`src/rtl/tlp_hdr_gen.sv`:
```
// tlp_hdr_gen: builds a PCIe 3DW/4DW TLP header from a request and streams it
// as 32-bit DWs, followed by the payload passed through from pl_* when the
// request carries data.
//
// Ports
//   clk, rst_n                      clock, synchronous active-low reset
//   req_valid/req_ready             header request handshake (ready only when idle)
//   req_fmt/type/tc/td/ep/attr/len  header fields (fmt[2] set -> request rejected)
//   req_id/tag/last_be/first_be     requester fields
//   req_addr                        byte address, bits [1:0] ignored
//   req_err                         one-cycle pulse for a rejected request
//   pl_data/pl_valid/pl_ready       payload DW input stream
//   tx_data/tx_valid/tx_ready       outgoing DW stream
//   tx_sop/tx_eop                   first/last DW of the TLP, qualified by tx_valid
module tlp_hdr_gen (
  input  logic        clk,
  input  logic        rst_n,
  input  logic        req_valid,
  output logic        req_ready,
  input  logic [2:0]  req_fmt,
  input  logic [4:0]  req_type,
  input  logic [2:0]  req_tc,
  input  logic        req_td,
  input  logic        req_ep,
  input  logic [1:0]  req_attr,
  input  logic [9:0]  req_len,
  input  logic [15:0] req_id,
  input  logic [7:0]  req_tag,
  input  logic [3:0]  req_last_be,
  input  logic [3:0]  req_first_be,
  input  logic [63:0] req_addr,
  output logic        req_err,
  input  logic [31:0] pl_data,
  input  logic        pl_valid,
  output logic        pl_ready,
  output logic [31:0] tx_data,
  output logic        tx_valid,
  input  logic        tx_ready,
  output logic        tx_sop,
  output logic        tx_eop
);

  localparam int unsigned DW_W  = 32;
  localparam int unsigned CNT_W = 11;

  localparam logic [1:0] ST_IDLE = 2'd0;
  localparam logic [1:0] ST_HDR  = 2'd1;
  localparam logic [1:0] ST_PLD  = 2'd2;

  localparam logic [CNT_W-1:0] MAX_LEN = CNT_W'(1024);

  logic [1:0]       state;
  logic [1:0]       state_nxt;
  logic [1:0]       hdr_idx;
  logic [CNT_W-1:0] pl_cnt;
  logic [DW_W-1:0]  hdr_dw0;
  logic [DW_W-1:0]  hdr_dw1;
  logic [DW_W-1:0]  hdr_dw2;
  logic [DW_W-1:0]  hdr_dw3;
  logic [DW_W-1:0]  hdr_cur;
  logic [DW_W-1:0]  addr_lo;
  logic             is_4dw;
  logic             has_data;
  logic             hdr_last;
  logic             req_acc;

  // fmt lives in the captured DW0, so header shape is read back from there
  assign is_4dw   = hdr_dw0[29];
  assign has_data = hdr_dw0[30];
  assign hdr_last = (hdr_idx == (is_4dw ? 2'd3 : 2'd2));
  assign req_acc  = (state == ST_IDLE) && req_valid && !req_fmt[2];
  assign addr_lo  = req_addr[31:0] & 32'hFFFF_FFFC;

  // Header DW selected by the emit index
  always_comb begin
    hdr_cur = hdr_dw0;
    case (hdr_idx)
      2'd0:    hdr_cur = hdr_dw0;
      2'd1:    hdr_cur = hdr_dw1;
      2'd2:    hdr_cur = hdr_dw2;
      default: hdr_cur = hdr_dw3;
    endcase
  end

  // State register
  always_ff @(posedge clk) begin
    if (!rst_n) begin
      state <= ST_IDLE;
    end else begin
      state <= state_nxt;
    end
  end

  // Next-state and stream outputs
  always_comb begin
    state_nxt = state;
    req_ready = 1'b0;
    tx_valid  = 1'b0;
    tx_data   = '0;
    tx_sop    = 1'b0;
    tx_eop    = 1'b0;
    pl_ready  = 1'b0;
    case (state)
      ST_IDLE: begin
        req_ready = 1'b1;
        if (req_acc) begin
          state_nxt = ST_HDR;
        end
      end
      ST_HDR: begin
        tx_valid = 1'b1;
        tx_data  = hdr_cur;
        tx_sop   = (hdr_idx == 2'd0);
        tx_eop   = hdr_last && !has_data;
        if (tx_ready && hdr_last) begin
          state_nxt = has_data ? ST_PLD : ST_IDLE;
        end
      end
      ST_PLD: begin
        tx_valid = pl_valid;
        tx_data  = pl_data;
        pl_ready = tx_ready;
        tx_eop   = (pl_cnt == CNT_W'(1));
        if (pl_valid && tx_ready && (pl_cnt == CNT_W'(1))) begin
          state_nxt = ST_IDLE;
        end
      end
      default: begin
        state_nxt = ST_IDLE;
      end
    endcase
  end

  // Request capture, header index, payload countdown and error pulse
  always_ff @(posedge clk) begin
    if (!rst_n) begin
      hdr_idx <= 2'd0;
      pl_cnt  <= '0;
      req_err <= 1'b0;
      hdr_dw0 <= '0;
      hdr_dw1 <= '0;
      hdr_dw2 <= '0;
      hdr_dw3 <= '0;
    end else begin
      req_err <= (state == ST_IDLE) && req_valid && req_fmt[2];
      if (req_acc) begin
        hdr_idx <= 2'd0;
        hdr_dw0 <= {req_fmt, req_type, 1'b0, req_tc, 4'b0000, req_td, req_ep,
                    req_attr, 2'b00, req_len};
        hdr_dw1 <= {req_id, req_tag, req_last_be, req_first_be};
        if (req_fmt[0]) begin
          hdr_dw2 <= req_addr[63:32];
          hdr_dw3 <= addr_lo;
        end else begin
          hdr_dw2 <= addr_lo;
          hdr_dw3 <= '0;
        end
      end else if ((state == ST_HDR) && tx_ready) begin
        if (hdr_last) begin
          hdr_idx <= 2'd0;
          if (has_data) begin
            // a length field of zero means the maximum 1024 DWs
            pl_cnt <= (hdr_dw0[9:0] == 10'd0) ? MAX_LEN : CNT_W'(hdr_dw0[9:0]);
          end
        end else begin
          hdr_idx <= hdr_idx + 2'd1;
        end
      end else if ((state == ST_PLD) && pl_valid && tx_ready) begin
        pl_cnt <= pl_cnt - CNT_W'(1);
      end
    end
  end

endmodule

```
`config.mk`:
```
export PLATFORM = sky130hd
export DESIGN_NAME = tlp_hdr_gen
export DESIGN_NICKNAME = d
export VERILOG_FILES = /design/src/rtl/tlp_hdr_gen.sv
export SDC_FILE = /design/constraint.sdc
export NUM_CORES = 1
export LEC_CHECK = 0
export CAP_MARGIN = 20
export CORE_MARGIN = 2
export CORE_UTILIZATION = 51
export CTS_CLUSTER_SIZE = 24
export DETAILED_ROUTE_END_ITERATION = 10
export PLACE_DENSITY = 0.86
export SYNTH_ARGS = -nofsm -noshare
export SYNTH_HDL_FRONTEND = slang
export SYNTH_SLANG_ARGS = --single-unit
```
`constraint.sdc`:
```
create_clock -name clk -period 4.7 [get_ports clk]
set_input_delay 1.175 -clock clk [delete_from_list [all_inputs] [get_ports clk]]
set_output_delay 1.175 -clock clk [all_outputs]
set_load 0.01 [all_outputs]
```
* Word-level counts from Yosys, hierarchy flattened
Cells that the tools add are included.
** Cells by class
- Bitwise logic cells :: 2
- Muxes and demuxes :: 21
- Add/subtract/negate cells :: 2
- Eq/ne operators :: 11
- Reduce and logical (&&, ||, !) cells :: 19
** Operator list (count)
- $pmux W32 S3 :: 1
- $mux W32 :: 2
- $pmux W32 S2 :: 1
- $mux W11 :: 5
- $eq A11 B1 Y1 const B :: 1
- $sub A11 B1 Y11 const B :: 1
- $logic_and A1 B1 Y1 :: 10
- $logic_not A10 Y1 :: 1
- $mux W2 :: 5
- $ne A2 B2 Y1 const B :: 5
- $pmux W2 S3 :: 1
- $eq A2 B1 Y1 const B :: 2
- $eq A2 B2 Y1 const B :: 2
- $logic_not A2 Y1 :: 2
- $mux W1 :: 4
- $pmux W1 S2 :: 2
- $reduce_and A4 Y1 :: 1
- $reduce_and A3 Y1 :: 1
- $add A2 B1 Y2 const B :: 1
- $eq A2 B2 Y1 :: 1
- $logic_not A1 Y1 :: 2
- $not A1 Y1 :: 2
- $reduce_bool A2 Y1 :: 1
- $reduce_or A2 Y1 :: 1
** Storage, ports and cells
- Register bits :: 137
- Bits of input ports :: 158
- Word-level logic and storage cells :: 63

* Logic depth before layout (Yosys ltp)
Gate-level depths: netlist (run 1).
- Depth in word-level cells :: 5
- Depth in mapped cells :: 9
- Mapped depth without buffers :: 6

* Worst setup path after synthesis (run 1)
OpenSTA, ideal clock, no wires.
- Kind :: register -> output
- From :: register hdr_idx[1]
- To :: output tx_data[0]
- Setup slack :: 1.818 ns
- Cell stages (with the launch flop) :: 9
- Path buffers :: 3
- Required time :: 3.525 ns
- Data arrival time :: 1.707 ns
- Path through :: dfxtp_1 -> clkbuf_1 -> inv_1 -> ha_1 -> clkbuf_1 -> clkbuf_1 -> a222oi_1 -> o21ai_0 -> and2_1
** Between the ends
- Word-level cells in the longest chain between the ends :: 3
- Elaborated cells on any way between the ends :: 5
** Ends and longest elaborated chain
- start, declared :: line 54 : logic [1:0] hdr_idx;
- start signal, assigned :: line 166 : hdr_idx <= hdr_idx + 2'd1;
- $eq A2 B2 Y1 (tied with other cells) :: line 77 : case (hdr_idx)
- $pmux W32 S3 (*) :: line 77
- $pmux W32 S2 (*) :: line 103 : case (state)
- end, declared :: line 36 : output logic [31:0] tx_data,
Mark *: on every way between the ends. The rest lies on a longest branch, timed or not.

* Worst setup path after layout (run 1)
- From :: register hdr_idx[1]
- To :: output tx_data[30]
Same word-level chain as after synthesis.

==> impl_metrics.toml, run 1 <==
[timing]
setup_slack_ps = 275
holdWs_ps = 455
slew_headroom_pct = 31.9
rsz0062_at_grt = "no"
max_freq_ghz = 0.226
fin_crit_sh_pct = 94.2
final.setup.tns_ps = 0
finalHoldViolations = 0
worstMarginPinSlew_ps = 1020
fin_crit_ps = 4430
setup_viol = 0
final_max_slew_viol_count = 0
skew_ps = 7.95

[synth]
syn_inst = 787
synth_area_per_cell_um2 = 8.31
synth_seq_cells = 135
async_flop_share_pct = 0
synth_ff_type = "dfxtp_1"
syn_area_um2 = 6540
synth_top_area_cell = "dfxtp_1"
synth_top_area_share_pct = 41.3
synth-seq-area-share_pct = 41.3
synth_edf_count = 0
ys_warn_count = 0
ys_top_cells_by_area = "dfxtp_1, nand2_1, a21oi_1"
yosysUniqueCellTypes = 51
synth_nets = 955

[power]
power.leakage_nw = 3.20
ir_drop_mv = 0.260
comb_power_share_pct = 25.1
pwr-share-clk_pct = 35.7
p_switching_mw = 1.00
p_seq_share_pct = 39.3
internal_power_mw = 2.35
cellPowerDensity_nw_per_um2 = 370
switching_share_pct = 29.9

[global_route]
grt_max_degree = 86
grt_pass1_vias = 6346
grt_pass1_wl_mm = 32.2
grtUsageTotal_pct = 30.2
antenna_found_initial = 0
grt.overflow.total = 0

[die]
rows = 41
die_h_um = 117
pin_count = 196
coreArea_um2 = 12600
die_w_um = 117
start_util_pct = 52.0
fp.dieArea_um2 = 13700

[place]
dpl.hpwl_mm = 13.4
dpl_cell_area_um2 = 8530
place.gp.congestion = 0.902
place_ws_ps = 793
portBuffers = 193

[route]
remaining_drc_errors = 0
totalWireLength_mm = 20.6
drtAntennaViolNets = 0
drt_iter0_drc = 594
wl_per_cell_um = 18.4
routed_via_density = 5.97
vias = 6702
drt_first_pass_iters = 7

[finish]
nFillCells = 994
drive_gt1_share_pct = 6.00
finalInstanceArea_um2 = 9050
nNetsFinal = 1108
register_area_um2 = 2700
syn_to_final_growth_pct = 38.5
antenna_cells = 0
multi_input_area_um2 = 3520
final_core_util_pct = 72.0

[critical_path]
required_ps = 3520
crit_family = "buffers and inverters"
critPathBufInv = 3
start_kind = "flop"
crit_fanout = 18
cp_cell_sequence = "inv_1 -> ha_1 -> buf_4 -> a222oi_1 -> o21ai_0 -> a22oi_1 -> nor2b_1 -> clkdlybuf4s50_1"
worstSetupPathType = "flop to output pin"
cp_slowest_cell = "ha_1"
end_kind = "output pin"
cp.arrival_ps = 3250
slowest_delay_ps = 780

[cts]
clkSlewWorstSetupHoldPaths_ps = 60
cts.sinks = 135
cts-root-buf = "clkbuf_16"
ctsHtreeMaxLevel = 4
cts_max_path_buffers = 2
tritoncts = "yes"
cts_resized = 0
clock_latency_ps = 420
cts-buffers-inserted = 17
cts_setup_buffers = 0
postCtsHoldBufs = 0

[min_path]
min_path_type = "flop to flop"

[run_status]
outcome = "completed"

[job]
cap_violations = 0
[worst paths after layout]
path	from	to	slack [ps]	cells after the start
worst max-delay path	hdr_idx[1]	tx_data[30]	270	8
worst min-delay path	hdr_dw1[24]	hdr_dw1[24]	450	2
worst max register to register	state[0]	hdr_dw2[5]	2170	8
worst min register to register	hdr_dw1[24]	hdr_dw1[24]	450	2
[state kept, by name, summed over array words and instances, names as in the netlist]
signal   cells
pl_cnt      11
state        2
hdr_dw1     32
req_err      1
hdr_idx      2
hdr_dw0     25
hdr_dw2     32
hdr_dw3     30
[through the flow]
stage / power (mW) / cells
final: 3.35 / 1122
after global routing: 3.48 / 1122
after detailed placement: 2.16 / 1093
after floorplan: 1.82 / 787
after CTS: 3.34 / 1122
after global placement: 2.15 / 1093
[layout by cell type (no fill, tap or decap), types with 2 or more instances in the layout]
cell type        instances
a22oi_1                 38
and2_1                   7
o31ai_1                  6
clkdlybuf4s50_1        192
mux2i_1                 33
clkinv_2                 5
nor4_1                   2
clkbuf_1                 3
nor3_1                   5
a21oi_1                 68
ha_2                     3
a222oi_1                25
nand4_1                  2
a21boi_0                 2
nor2_1                  39
a211oi_1                31
nor2b_1                 31
nor2_4                   2
and4_1                   2
ha_1                     7
buf_4                   15
inv_1                    7
nand3_1                  5
a31oi_1                  5
clkbuf_8                 5
dfxtp_1                135
and3_1                   4
o21ai_0                 33
a22o_1                  32
nand3b_1                 2
o311ai_0                 5
clkbuf_16               17
nand2_1                159
o32ai_2                  2
[power by group through the flow]
stage | clock network [mW] | logic (mW) | registers [mW]
after floorplan | 0 | 0.504 | 1.32
after global routing | 1.24 | 0.909 | 1.33
after global placement | 0 | 0.815 | 1.33
after CTS | 1.20 | 0.832 | 1.31
final | 1.19 | 0.840 | 1.32
after detailed placement | 0 | 0.826 | 1.34
[per-layer routing]
layer / track usage [%] / up-vias / share of wire (%)
li1: - / 3170 / -
met1: 38.6 / 3149 / 41
met2: 50.0 / 347 / 48
met3: 7.11 / 36 / 8.6
met4: 11.1 / 0 / 1.8
met5: 0 / - / 0
[worst min-delay path, delay by kind of cell (launching register included)]
kind	cells	cell delay, ps
compound gates	1	50
flops	1	300
simple gates	1	50
[area by class of cell]
type,count,area share (%)
tap,172,2.38
timing repair buffer,209,22.7
clock inverter,4,0.221
clock buffer,25,5.58
inverter,8,0.345
multi-input combinational,569,38.9
sequential,135,29.9
[synthesized netlist by cell type (4+ instances only)]
master / n
buf_1: 9
a22oi_1: 38
nand2_1: 159
buf_2: 16
and2_1: 7
dfxtp_1: 135
nor2b_1: 31
a31oi_1: 5
and3_1: 4
a21oi_1: 68
nor2_1: 40
nand3_1: 5
nor3_1: 5
mux2i_1: 33
a222oi_1: 25
o311ai_0: 5
a211oi_1: 31
inv_1: 7
o21ai_0: 33
ha_1: 10
o31ai_1: 6
a22o_1: 32
clkbuf_1: 49
[cell families after synthesis]
kind of cell               count (synthesis)  share of synthesized area [%]
and+or+nand+nor                          268                           18.5
AOI/OAI and AO/OA                        257                           27.8
DFF                                      135                           41.3
buffers and inverters                     83                           5.13
muxes                                     33                           5.05
adders and majority gates                 10                           1.91
xor gates and xnor gates                   1                          0.249
Power figures use the tool's default switching activity.
==> run 2, diff against run 1 <==
--- a/config.mk
+++ b/config.mk
@@ -5,6 +5,7 @@
 export SDC_FILE = /design/constraint.sdc
 export NUM_CORES = 1
 export LEC_CHECK = 0
+export ABC_AREA = 0
 export CAP_MARGIN = 20
 export CORE_MARGIN = 2
 export CORE_UTILIZATION = 51
==> results of run 2 <==
Final layout, timing and power as in run 1 (identical DEF).
==> run 3, diff against run 2 <==
--- a/config.mk
+++ b/config.mk
@@ -7,11 +7,14 @@
 export LEC_CHECK = 0
 export ABC_AREA = 0
 export CAP_MARGIN = 20
+export CELL_PAD_IN_SITES_DETAIL_PLACEMENT = 0
+export CELL_PAD_IN_SITES_GLOBAL_PLACEMENT = 1
 export CORE_MARGIN = 2
-export CORE_UTILIZATION = 51
+export CORE_UTILIZATION = 37
 export CTS_CLUSTER_SIZE = 24
 export DETAILED_ROUTE_END_ITERATION = 10
-export PLACE_DENSITY = 0.86
+export PLACE_DENSITY_LB_ADDON = 0.1
+export SETUP_SLACK_MARGIN = 0.02
 export SYNTH_ARGS = -nofsm -noshare
 export SYNTH_HDL_FRONTEND = slang
 export SYNTH_SLANG_ARGS = --single-unit
==> run 3 against run 2 <==
Effect of this change: critical endpoint is now tx_data[2]; clock-buffer cell count decreased by 5; worst setup slack improved by 43 ps; non-clock buffer count down 3; cell count up 4.7%; final area is 1.6% higher; die area rose by 36%; maximum frequency is 0.98% higher.
==> impl_metrics.toml, run 3 (synthesis gave the netlist of run 1 again) <==
[route]
dr_wl_met2_mm = 10.6
totalWireLength_mm = 22.3
drtAntennaViolNets = 0
wl_met1_mm = 9.81
drt_iter0_drc = 492
routed_via_density = 5.53
remaining_drc_errors = 0
wl_per_cell_um = 19.0
highest_layer = "met4"
wl_met3_mm = 1.57
drt_first_pass_iters = 8
vias = 6492

[die]
fp.dieArea_um2 = 18700
die_h_um = 137
rows = 48
start_util_pct = 37.8
die_w_um = 137
pin_count = 196
coreArea_um2 = 17300

[cts]
cts-root-buf = "clkbuf_16"
cts.sinks = 135
cts_setup_buffers = 0
postCtsHoldBufs = 0
ctsHtreeMaxLevel = 4
clock_latency_ps = 430
cts_max_path_buffers = 2
tritoncts = "yes"
cts_resized = 0
cts-buffers-inserted = 17
clkSlewWorstSetupHoldPaths_ps = 60

[finish]
final_cell_mix = "clkdlybuf4s50_1, nand2_1, dfxtp_1, a21oi_1, nor2_1"
final_common_cell = "clkdlybuf4s50_1"
fin_cells = 1175
reg_top3 = "hdr_dw1 (32), hdr_dw2 (32), hdr_dw3 (30)"
antenna_cells = 0
syn_to_final_growth_pct = 40.7
nNetsFinal = 1105
nFillCells = 1588
drive_gt1_share_pct = 6.11

[global_route]
grtUsageTotal_pct = 23.9
grt_pass1_wl_mm = 34.4
grt.overflow.total = 0
antenna_found_initial = 0
grt_max_degree = 96
grt_pass1_vias = 6432

[timing]
final_max_slew_viol_count = 0
setup_viol = 0
setup_slack_ps = 317
rsz0062_at_grt = "no"
fin_crit_sh_pct = 93.2
final.setup.tns_ps = 0
skew_ps = 8.43
worstMarginPinSlew_ps = 1110
max_freq_ghz = 0.228
fin_crit_ps = 4380
slew_headroom_pct = 26.2
finalHoldViolations = 0

[critical_path]
end_kind = "output pin"
slowest_delay_ps = 590
reg2reg_slack_ps = 1900
start_kind = "flop"
worstSetupPathType = "flop to output pin"
crit_family = "buffers and inverters"
critPathBufInv = 3
crit_fanout = 14
path_depth = 8
cp.arrival_ps = 3210
cp_cell_sequence = "inv_1 -> ha_1 -> buf_4 -> a222oi_1 -> o21ai_0 -> a22oi_1 -> nor2b_1 -> clkdlybuf4s50_1"
required_ps = 3520
reg2reg_depth = 7
cp_slowest_cell = "ha_1"

[place]
place.gp.congestion = 0.818
place_ws_ps = 708
dpl.cell_count = 1143
portBuffers = 193
dpl.hpwl_mm = 14.6

[run_status]
outcome = "completed"

[min_path]
holdPathStages = 2
min_path_type = "flop to flop"

[power]
ir_drop_mv = 0.273
power.leakage_nw = 3.21
cellPowerDensity_nw_per_um2 = 387

[job]
cap_violations = 0
## run 3: cell count changes in the layout (fill, tap and decap cells not counted), sizes merged
cell | before | now
buf | 17 | 14
clkinv | 5 | 4
clkinvlp | 0 | 5
bufinv | 0 | 4
clkbuf | 25 | 20
## run 3: layer usage
layer  vias up  track usage (%)
met5         -                0
met4         0             7.22
met1      3079             30.4
met3        24             5.81
li1       3162                -
met2       227             40.0
## run 3: path summary, 6_finish.rpt
kind | from | to
setup reg to reg | state[1] | pl_cnt[0]
setup / recovery | hdr_idx[1] | tx_data[2]
hold reg to reg | hdr_dw0[27] | hdr_dw0[27]
hold / removal | hdr_dw0[27] | hdr_dw0[27]
## run 3: worst min-delay path: stages (launching register included)
cell and delay (ps):
dfxtp_1 310, nand2_1 50, a21oi_1 50
## run 3: layout make-up
cell class	count	area, um2	area share [%]
timing repair buffer	206	2040	22.2
clock buffer	20	447	4.86
clock inverter	12	176	1.92
sequential	135	2700	29.4
multi-input combinational	569	3520	38.3
inverter	8	31.3	0.340
tap	225	282	3.06
## run 3: where the power goes
group	total (mW)	switching (mW)	internal, mW	leakage [nW]
sequential	1.32	0.0669	1.25	1.10
clock	1.40	0.503	0.899	0.288
combinational	0.843	0.477	0.366	1.82
## run 3: metrics by stage
| step | cell area [um2] | power, mW | hold slack, ps | utilization, % |
|---|---|---|---|---|
| 3_3_place_gp | 8570 | 2.16 | 442 | 49.6 |
| 5_1_grt | 9200 | 3.72 | 470 | 53.2 |
| 3_5_place_dp | 8570 | 2.18 | 446 | 49.6 |
| 4_1_cts | 9200 | 3.59 | 454 | 53.2 |
| 6_report | 9200 | 3.56 | 455 | 53.2 |
| 2_1_floorplan | 6540 | 1.82 | 436 | - |
